$ cat src/rtl/keypad_event_buffer.sv
// Keypad scanner consumer: 2-flop sync, press/release debounce FSM, one code per
// accepted press queued in a show-ahead circular FIFO with sticky overflow.
module keypad_event_buffer #(
  parameter int DEBOUNCE_CYCLES = 16,
  parameter int DEPTH           = 8
) (
  input  logic                         clk,
  input  logic                         reset,
  input  logic                         key_int,
  input  logic [3:0]                   key_data,
  input  logic                         pop,
  output logic [3:0]                   data_out,
  output logic                         data_valid,
  output logic [$clog2(DEPTH+1)-1:0]   count,
  output logic                         overflow
);
  localparam int CNT_W = $clog2(DEBOUNCE_CYCLES);
  localparam int PTR_W = $clog2(DEPTH);
  localparam int CW    = $clog2(DEPTH+1);

  typedef enum logic [1:0] {S_IDLE, S_PRESS_DB, S_HELD, S_REL_DB} state_t;

  logic             r_int_s1, r_int_s2;
  logic [3:0]       r_data_s1, r_data_s2;
  state_t           r_state, w_state_nxt;
  logic [CNT_W-1:0] r_cnt, w_cnt_nxt;
  logic [3:0]       r_cap, w_cap_nxt;
  logic             w_push, w_cnt_done;

  logic [3:0]       r_mem [DEPTH];
  logic [PTR_W-1:0] r_wr_ptr, r_rd_ptr;
  logic [CW-1:0]    r_count;
  logic             r_overflow;
  logic             w_do_pop, w_do_push;

  always_ff @(posedge clk or negedge reset) begin
    if (!reset) begin
      r_int_s1  <= 1'b0;
      r_int_s2  <= 1'b0;
      r_data_s1 <= 4'h0;
      r_data_s2 <= 4'h0;
    end else begin
      r_int_s1  <= key_int;
      r_int_s2  <= r_int_s1;
      r_data_s1 <= key_data;
      r_data_s2 <= r_data_s1;
    end
  end

  assign w_cnt_done = (r_cnt == CNT_W'(DEBOUNCE_CYCLES-1));

  always_ff @(posedge clk or negedge reset) begin
    if (!reset) begin
      r_state <= S_IDLE;
      r_cnt   <= '0;
      r_cap   <= 4'h0;
    end else begin
      r_state <= w_state_nxt;
      r_cnt   <= w_cnt_nxt;
      r_cap   <= w_cap_nxt;
    end
  end

  always_comb begin
    w_state_nxt = r_state;
    w_cnt_nxt   = r_cnt;
    w_cap_nxt   = r_cap;
    case (r_state)
      S_IDLE: if (r_int_s2) begin
        w_state_nxt = S_PRESS_DB;
        w_cap_nxt   = r_data_s2;
        w_cnt_nxt   = '0;
      end
      S_PRESS_DB: begin
        // Any drop or code change while debouncing restarts from idle.
        if (!r_int_s2 || r_data_s2 != r_cap) w_state_nxt = S_IDLE;
        else if (w_cnt_done)                 w_state_nxt = S_HELD;
        else                                 w_cnt_nxt   = r_cnt + 1'b1;
      end
      S_HELD: if (!r_int_s2) begin
        w_state_nxt = S_REL_DB;
        w_cnt_nxt   = '0;
      end
      S_REL_DB: begin
        if (r_int_s2) begin
          w_state_nxt = S_HELD;
          w_cnt_nxt   = '0;
        end else if (w_cnt_done) w_state_nxt = S_IDLE;
        else                     w_cnt_nxt   = r_cnt + 1'b1;
      end
      default: w_state_nxt = S_IDLE;
    endcase
  end

  always_comb begin
    w_push = 1'b0;
    if (r_state == S_PRESS_DB && r_int_s2 && r_data_s2 == r_cap && w_cnt_done)
      w_push = 1'b1;
  end

  // A pop in the same cycle frees the slot, so a push into a full FIFO still lands.
  assign w_do_pop  = pop && (r_count != '0);
  assign w_do_push = w_push && ((r_count != CW'(DEPTH)) || w_do_pop);

  always_ff @(posedge clk) begin
    if (w_do_push) r_mem[r_wr_ptr] <= r_cap;
  end

  always_ff @(posedge clk or negedge reset) begin
    if (!reset) begin
      r_wr_ptr   <= '0;
      r_rd_ptr   <= '0;
      r_count    <= '0;
      r_overflow <= 1'b0;
    end else begin
      if (w_do_push) r_wr_ptr <= r_wr_ptr + 1'b1;
      if (w_do_pop)  r_rd_ptr <= r_rd_ptr + 1'b1;
      r_count <= r_count + CW'(w_do_push) - CW'(w_do_pop);
      if (w_push && !w_do_push) r_overflow <= 1'b1;
    end
  end

  assign data_out   = (r_count != '0) ? r_mem[r_rd_ptr] : 4'h0;
  assign data_valid = (r_count != '0);
  assign count      = r_count;
  assign overflow   = r_overflow;
endmodule

$ cat config.mk
export PLATFORM = sky130hd
export DESIGN_NAME = keypad_event_buffer
export DESIGN_NICKNAME = d
export VERILOG_FILES = /design/src/rtl/keypad_event_buffer.sv
export SDC_FILE = /design/constraint.sdc
export NUM_CORES = 1
export LEC_CHECK = 0
export CAP_MARGIN = 20
export CELL_PAD_IN_SITES_DETAIL_PLACEMENT = 0
export CELL_PAD_IN_SITES_GLOBAL_PLACEMENT = 1
export CORE_MARGIN = 8
export CORE_UTILIZATION = 40
export DETAILED_ROUTE_END_ITERATION = 8
export PLACE_DENSITY = 0.64
export SLEW_MARGIN = 20
export SYNTH_ARGS = -nofsm -noshare
export SYNTH_HDL_FRONTEND = slang
export SYNTH_SLANG_ARGS = --single-unit
$ cat constraint.sdc
create_clock -name clk -period 4.8 [get_ports clk]
set_input_delay 0.96 -clock clk [delete_from_list [all_inputs] [get_ports clk]]
set_output_delay 0.96 -clock clk [all_outputs]
set_load 0.02 [all_outputs]
# Word-level counts from Yosys, hierarchy flattened
# Memories as Yosys holds them, arrays and structs flattened.
# Cells that the tools add are included.
# totals
ff_bits,31
latchBits,0
ramBits,32
mem_bits_ro,0
in_bits,8
output_inout_bits,10
word_cells,61
n_memories,1
# memory_table
memory,depth,width,rd,rd_clocked_by_memory_dff,write_ports,line,source
r_mem,8,4,1,0,1,30,logic [3:0] r_mem [DEPTH];
# classes
n_addsub,5
multipliers,0
div,0
order_cmp,0
n_eq_ne,12
shift,0
n_mux,17
bitwise,0
reduce_logical,15
# op_table
cell,n
4-bit two-way mux,6
4-bit case mux with 4 select lines,1
2-bit two-way mux,6
2-bit case mux with 4 select lines,1
3-bit by 1-bit adder with 3-bit output (second input constant),2
1-bit logical AND,6
2-bit inequality test (second input constant),3
3-bit inequality test (second input constant),2
4-bit by 1-bit adder with 4-bit output,1
4-bit by 1-bit adder with 4-bit output (second input constant),1
2-bit equality test (second input constant),2
4-bit equality test,1
4-bit equality test (second input constant),1
4-bit inequality test,1
4-bit inequality test (second input constant),1
4-bit AND reduction,1
4-bit nonzero test,1
4-bit by 1-bit subtractor with 4-bit output,1
1-bit two-way mux,3
3-bit AND reduction,1
2-bit by 1-bit equality test with 1-bit output (second input constant),1
1-bit zero test,2
2-bit zero test,1
1-bit logical OR,2
2-bit AND reduction,1

# Depth between registers and ports, before layout
# Gate-level depths: netlist of run 1.
# depth
ltp_word,8
mapped_depth,11
mapped_depth_nobuf,10

# Worst setup path after synthesis of run 1
# No wires, ideal clock.
# synth_path
path_kind,reg2reg
start,register r_cap[3]
end,register r_count[2] (netlist: count[2])
setup_ps,123
t_arrival_ps,2366
required_time_ps,4677
path_slack_ps,2311
path_stages_with_launch,9
path_buffers,1
synth_period_minus_slack_ps,2489
cell_sequence,dfrtp_1 > xor2_1 > or4_4 > buf_6 > o21ai_1 > o21ai_1 > ha_1 > fa_1 > xor2_1
# synth_via
elab_chain_cells,7
# synth_lines
element,line,source
"start, declared",27,"logic [3:0] r_cap, w_cap_nxt;"
"start signal, assigned",60,r_cap <= w_cap_nxt;
4-bit equality test,97,if (r_state == S_PRESS_DB && r_int_s2 && r_data_s2 == r_cap && w_cnt_done)
1-bit logical AND (2 in series),97,
1-bit two-way mux,97,
1-bit logical AND,103,assign w_do_push = w_push && ((r_count != CW'(DEPTH)) || w_do_pop);
4-bit by 1-bit adder with 4-bit output,118,r_count <= r_count + CW'(w_do_push) - CW'(w_do_pop);
4-bit by 1-bit subtractor with 4-bit output,118,
"end signal, assigned",118,
"end, declared",32,logic [CW-1:0] r_count;
# No other way between the ends.
# A chain may end at the register's enable or synchronous reset.

# Worst setup path in the final report of run 1
# layout_path
start,register r_rd_ptr[0]
end,output port data_out[3]
# layout_via
elab_chain_cells,2
# layout_lines
element,line,source
"start, declared",31,"logic [PTR_W-1:0] r_wr_ptr, r_rd_ptr;"
"start signal, assigned",117,if (w_do_pop) r_rd_ptr <= r_rd_ptr + 1'b1;
memory 8 x 4 bit,-,
4-bit two-way mux,123,assign data_out = (r_count != '0) ? r_mem[r_rd_ptr] : 4'h0;
"end, declared",12,"output logic [3:0] data_out,"
# No other way between the ends.

==> parameters.txt, run 1 <==
Parameter                              Value

Power and ir drop
  Worst supply voltage drop on vdd    between 200 and 250 uV
  Leakage    1.23 nW
  Areal power density over the cells    slightly above 500 nW/um2
  Final Total Pwr    between 1.5 and 2 mW

Critical path
  Delay contributed by the slowest stage of the critical path    ~700 ps
  Slack of the worst reg-to-reg path    1620 ps
  WS Path Type    reg -> out
  Maximum fanout along the worst path    10
  CP Buf/Inv Count    1
  Ordered cell list for the critical path    mux4_2, mux2i_1, nor2_1, clkdlybuf4s50_1
  Worst Setup End Kind    primary output
  Cell family contributing the most delay on the critical path    multiplexers
  Worst path required time    between 3000 and 4000 ps
  Worst R2R End    r_mem[1][2]
  Launch point of the worst reg-to-reg path    r_cap[3]
  Worst reg2reg path depth    4
  Arr. time, crit path    about 2400 ps
  Kind of launch point of the worst setup path    flip-flop
  Worst-path cell with the longest stage delay    dfrtp_1

STA
  Fraction of the cycle the final worst path needs    0.699
  Setup WS post-layout    about 1400 ps
  Maximum clock rate    between 200 and 300 MHz
  Worst hold slack across all endpoints    roughly 350 ps
  Tmin final    between 3000 and 4000 ps
  Max-slew headroom    0.414
  Worst-Margin Slew    just under 900 ps
  Setup TNS    0 ps
  Final count of negative-setup-slack endpoints    0
  Pins Over Slew Limit    0
  Setup repair after global routing missed its margin    no
  Clk_skew    7.33 ps
  Hold Violations, Final    0

Global routing
  Number of antenna violations at the first check in global routing    0
  GRT Util Overall    0.124
  Largest net degree at the start of global routing    32
  Total global routing overflow    0
  Number of global-route vias before repair    1820
  First-pass GRT wire length    9.27 mm

Layout
  Fraction of layout cells with a size suffix above 1    0.167
  Final antenna diode count    0
  Multi-input gate area in the final layout    976 um2
  Post-layout nets    between 200 and 250
  FILL cells    between 500 and 600
  Signed area change from the synthesized netlist to the final layout    16.4%
  Storage element area    ~1700 um2
  Layout Cell Area excl Fill    3230 um2

Die
  Initial Utilization    0.411
  Vertical extent of the die    between 90 and 100 um
  Placement Rows    30
  Area inside the core boundary    6760 um2
  Die Wd    around 99 um
  Boundary Pins    18
  Total Die Area    slightly below 10000 um2

Clocking
  Number of cells upsized or downsized after cts    0
  Number of clock sinks    63
  Clock tree root buffer cell    clkbuf_8
  Clk slew on worst S/H paths    about 70 ps
  Maximum count of clock buffers along a single path    2
  Number of H-tree branching levels    3
  Post-CTS Hold Buffers    0
  Clock tree from TritonCTS    done
  Number of buffers created by CTS    9
  Post-CTS setup buffers    0
  Clock latency on the worst-skew pair    roughly 340 ps

Placement
  Dpl hpwl    approximately 3.8 mm
  Instance area after placement    3010 um2
  Global placement routability congestion    between 0.7 and 0.8
  Worst slack at placement    1290 ps
  PortBufs    17

Route
  Detail-routed via count per cell    5.40
  Avg WL per Cell    18.3 um
  Number of design-rule violations left by the first detailed-router iteration    between 80 and 90
  Vias    ~1600
  Final Routed Wirelength    around 5.4 mm
  Drc violations    0
  Iteration count of the initial detailed-routing pass    4
  Antenna violation net count after detailed routing    0

Yosys
  Register bit total from synthesis    63
  Area share of and/or/nand/nor cells after synthesis    0.114
  Synth Area in Compound Gates    0.0541
  Top FF cell, synth    edfxtp_1
  FFs w/ async S/R, synth    0.492
  Main combinational cell family by area after synthesis    simple AND/OR/NAND/NOR gates
  XOR/XNOR share of the synthesized area    0.0316
  Warnings, synthesis    0
  Mux share of post-synthesis cell area    0.109
  Combined area of all synthesized cells    2780 um2
  Syn avg cell area    14.6 um2
  Syn_nets    between 200 and 250
  Post-synthesis instance total    190
  Area share of fa/ha/maj cells after synthesis    0.0433
  Number of distinct library cells after synthesis    43
  Post-synth EDFFs    32
  Sequential cell area fraction in the yosys report    0.626

Flow run
  Maxcap violations    0

Worst hold path
  Hold EP    r_data_s2[3]
  Path category of the worst min-delay check    reg -> reg
  Hold path startpoint    r_data_s1[3]
  Worst Hold Depth    0

Outcome
  Result of the run    complete, no violations
[worst max path at each step]
stage,depth (start not counted),endpoint,startpoint
2_1_floorplan,8,count[2],r_cap[3]
3_3_place_gp,7,count[1],pop
3_5_place_dp,5,r_mem[1][1],pop
4_1_cts,4,data_out[0],r_rd_ptr[0]
5_1_grt,4,data_out[1],r_rd_ptr[0]
6_report,4,data_out[3],r_rd_ptr[0]
[placed cells by master (no fill, tap or decap), types with 3 or more instances in the layout]
| cell type | synthesis | routed |
|---|---|---|
| xor2_1 | 8 | 8 |
| dfrtp_1 | 31 | 31 |
| clkbuf_8 | 0 | 10 |
| o21ai_0 | 3 | 3 |
| nor2b_1 | 6 | 6 |
| mux2i_1 | 4 | 4 |
| clkdlybuf4s50_1 | 0 | 17 |
| a2bb2oi_1 | 3 | 3 |
| a211oi_1 | 3 | 3 |
| edfxtp_1 | 32 | 32 |
| nand2b_1 | 3 | 3 |
| mux4_2 | 8 | 8 |
| nor2_1 | 9 | 9 |
| ha_1 | 8 | 8 |
| mux2_2 | 6 | 6 |
| nand3_1 | 4 | 4 |
| inv_1 | 6 | 6 |
| nand2_1 | 11 | 11 |
| nor3_1 | 4 | 4 |
| a21oi_1 | 5 | 5 |
[area by class of cell]
cell class,count,share of cell area
well taps,80,0.0310
inverters,6,0.00697
clock inverters,4,0.0159
clock buffers,12,0.0515
multi-input cells,113,0.302
repair buffers,18,0.0550
flip-flops and latches,63,0.538
[per-stage QoR]
step | util | instances
floorplan | - | 190
global placement | 0.446 | 280
detailed placement | 0.446 | 280
CTS | 0.478 | 296
global route | 0.478 | 296
finish | 0.478 | 296
[metal layers]
metal | track usage | wire length (um)
met5 | 0 | 0
met4 | 0.0466 | 80
met3 | 0.0433 | 205
met2 | 0.201 | 2700
met1 | 0.147 | 2440
[power breakdown]
| group | internal, mW | total (mW) | switching (mW) |
|---|---|---|---|
| logic | 0.239 | 0.440 | 0.202 |
| registers | 0.625 | 0.714 | 0.0896 |
| clock network | 0.286 | 0.493 | 0.207 |
| total | 1.15 | 1.65 | 0.498 |
[state kept, by name, indices dropped and copies added (netlist names)]
register   count
r_mem         32
count          4
r_cap          4
r_cnt          4
r_data_s1      4
r_data_s2      4
r_rd_ptr       3
r_wr_ptr       3
r_state        2
overflow       1
r_int_s1       1
r_int_s2       1
[cells in the mapped netlist, types with 2 or more instances]
master	number	area (um2)
mux2i_1	4	40.0
clkbuf_1	5	18.8
buf_2	2	10.0
nor4_1	2	12.5
nor4b_2	2	30.0
ha_1	8	100
xor2_1	8	70.1
o21ai_1	2	10.0
dfrtp_1	31	776
a211oi_1	3	22.5
mux2_2	6	67.6
nor2b_1	6	37.5
xnor2_1	2	17.5
edfxtp_1	32	961
o21ai_0	3	15.0
a21oi_1	5	25.0
nor3b_1	2	15.0
nand4_1	2	12.5
nand2b_1	3	18.8
mux4_2	8	180
a2bb2oi_1	3	26.3
nor2_1	9	33.8
nand2_1	11	41.3
nor3_1	4	20.0
inv_1	6	22.5
nand3_1	4	20.0
[kinds of logic (layout without fill, tap and decap cells)]
kind of cell	Yosys count	count (layout)
AOI/OAI and AO/OA	22	22
xor gates and xnor gates	10	10
adders and majority gates	9	9
buffers and inverters	14	40
DFF	63	63
muxes	19	19
and+or+nand+nor	53	53
Power figures use the tool's default switching activity.
==> run 2: changes to the inputs <==
PLACE_DENSITY = 0.67   (was 0.64)
clock period = 2.8 ns   (was 4.8 ns; I/O delays follow)
==> run 2 against run 1 <==
  * Count of clock-buffer cells in the layout decreased by 2
  * Non-clock buffer count rose by 14
  * Final area increased by 4.2%
  * Sequential power up 69%
  * Largest cell class unchanged
  * Highest routed layer unchanged
  * Clock skew shrank 1.3 ps
==> parameters.txt, run 2 (synthesis results as in run 1) <==
Parameter                              Value

Outcome
  Result of the run    complete, no violations

Die
  Placement Rows    30 (unchanged)
  Initial Utilization    0.411 (unchanged)
  Total Die Area    9860 um2 (unchanged)
  Vertical extent of the die    99.3 um (unchanged)
  Boundary Pins    18 (unchanged)
  Area inside the core boundary    6760 um2 (unchanged)
  Die Wd    99.3 um (unchanged)

STA
  Clk_skew    5.98 ps (-1.34 ps)
  Hold Violations, Final    0 (unchanged)
  Setup repair after global routing missed its margin    no
  Fraction of the cycle the final worst path needs    0.900
  Worst-Margin Slew    558 ps (-313 ps)
  Pins Over Slew Limit    0 (unchanged)
  Setup TNS    0 ps (unchanged)
  Maximum clock rate    397 MHz
  Tmin final    about 2500 ps
  Setup WS post-layout    280 ps (-1170 ps)
  Final count of negative-setup-slack endpoints    0 (unchanged)
  Max-slew headroom    0.625 (+0.211)

Power and ir drop
  Worst supply voltage drop on vdd    337 uV (+39%)
  Leakage    1.34 nW (+9.2%)
  Areal power density over the cells    868 nW/um2 (+70%)

Critical path
  WS Path Type    reg -> reg
  Slack of the worst reg-to-reg path    280 ps (-1340 ps)
  Worst reg2reg path depth    7 (+3)
  Arr. time, crit path    2730 ps (+340 ps)
  Worst path required time    3010 ps (-830 ps)
  Worst R2R End    count[2]
  Maximum fanout along the worst path    10 (unchanged)
  Worst Setup End Kind    flip-flop
  Launch point of the worst reg-to-reg path    r_cap[3]
  Kind of launch point of the worst setup path    flip-flop

Global routing
  Total global routing overflow    0 (unchanged)
  Number of antenna violations at the first check in global routing    0 (unchanged)
  First-pass GRT wire length    8.07 mm (-13%)
  Largest net degree at the start of global routing    32 (unchanged)
  GRT Util Overall    0.106 (-0.0177)
  Number of global-route vias before repair    1713 (-5.9%)

Clocking
  Number of buffers created by CTS    9 (unchanged)
  Maximum count of clock buffers along a single path    2 (unchanged)
  Number of clock sinks    63 (unchanged)
  Number of H-tree branching levels    3 (unchanged)
  Clock latency on the worst-skew pair    330 ps (about the same)
  Post-CTS setup buffers    0 (unchanged)
  Clock tree root buffer cell    clkbuf_8
  Clock tree from TritonCTS    done
  Clk slew on worst S/H paths    70 ps (about the same)

Layout
  Fraction of layout cells with a size suffix above 1    0.217 (+0.0507)
  Top library cells by usage in the layout, fill and taps aside    edfxtp_1, dfrtp_1, buf_4
  Final antenna diode count    0 (unchanged)
  Signed area change from the synthesized netlist to the final layout    21.3%
  Post-layout nets    242 (+6.1%)
  Most flop-heavy register    r_mem
  Commonest non-fill, non-tap cell in the layout    edfxtp_1
  Flip-flop count of the largest register, all copies and words added    32 (unchanged)

Flow run
  Maxcap violations    0 (unchanged)

Worst hold path
  Worst Hold Depth    0 (unchanged)
  Hold EP    r_data_s2[3]
  Path category of the worst min-delay check    reg -> reg
  Hold path startpoint    r_data_s1[3]

Placement
  Dpl hpwl    3.55 mm (-7.5%)
  PortBufs    17 (unchanged)
  Global placement routability congestion    0.810 (+2.6%)
  Worst slack at placement    272 ps (-1020 ps)

Route
  Antenna violation net count after detailed routing    0 (unchanged)
  Number of design-rule violations left by the first detailed-router iteration    73 (-13%)
  Iteration count of the initial detailed-routing pass    4 (unchanged)
  Vias    1612 (+0.94%)
  Avg WL per Cell    15.5 um (-15%)
  Final Routed Wirelength    4.81 mm (-11%)
  Detail-routed via count per cell    5.20 (-3.6%)
  Drc violations    0 (unchanged)
## run 2: cell types whose count changed in the layout (fill, tap and decap cells not counted)
cell / change
bufinv_16: +2
clkinv_4: -1
dfrtp_1: -1
clkinvlp_4: +1
clkbuf_8: -1
clkdlybuf4s50_1: -4
dfrtp_2: +1
dlymetal6s2s_1: +4
buf_4: +14
clkbuf_16: -1
clkinv_2: -1
clkinv_1: +1
## run 2: routing by layer
metal / wire length (um) / track usage / vias to the layer above / share of wire
met1: 2280 / 0.130 / 791 / 0.47
met2: 2190 / 0.161 / 34 / 0.45
met5: 0 / 0 / - / 0
li1: - / - / 779 / -
met4: 93 / 0.0629 / 0 / 0.019
met3: 248 / 0.0335 / 8 / 0.052
## run 2: power breakdown
| group | internal [mW] | switching (mW) |
|---|---|---|
| Combinational | 0.429 | 0.374 |
| Clock | 0.588 | 0.323 |
| Sequential | 1.07 | 0.133 |
| Total | 2.09 | 0.830 |
## run 2: how the worst max path moves through the flow
stage / slack (ps) / cells past startpoint / end / start
finish: 280 / 7 / count[2] / r_cap[3]
global route: 150 / 6 / data_valid / count[2]
CTS: 0.1 / 5 / data_out[2] / r_rd_ptr[0]
detailed placement: 270 / 7 / count[2] / r_cap[3]
global placement: 330 / 5 / data_out[2] / r_rd_ptr[0]
floorplan: 310 / 8 / count[2] / r_cap[3]
## run 2: stage by stage
step                      hold slack, ps  instances  utilization  power [mW]  area (um2)
final                                350        310        0.498        2.92        3370
after global routing                 354        310        0.498        3.09        3370
after CTS                            352        310        0.497        2.98        3360
after detailed placement             337        294        0.461        2.06        3120
after global placement               333        294        0.461        2.02        3120
after floorplan                      264        190            -        1.72        2780
## run 2: layout make-up
cell class	count	area (um2)
Clock buffer	10	128
Clock inverter	6	109
Fill cell	595	3390
Inverter	6	22.5
Multi-Input combinational cell	113	976
Sequential cell	63	1740
Tap cell	80	100
Timing Repair Buffer	32	293
## run 2: worst max-delay path, cell delays in order, from the launching register on
cell and delay, ps:
dfrtp_1 490, xor2_1 230, or4_4 630, o21ai_1 190, o21ai_1 90, ha_1 210
fa_1 390, xor2_1 170
## run 2: timing repair
| action | 4_1_cts | 5_1_grt |
|---|---|---|
| hold endpoints to repair | 0 | 0 |
| hold buffers | 0 | 0 |
| endpoints found under the setup margin | 4 | 4 |
| gates resized for setup | 1 | 4 |
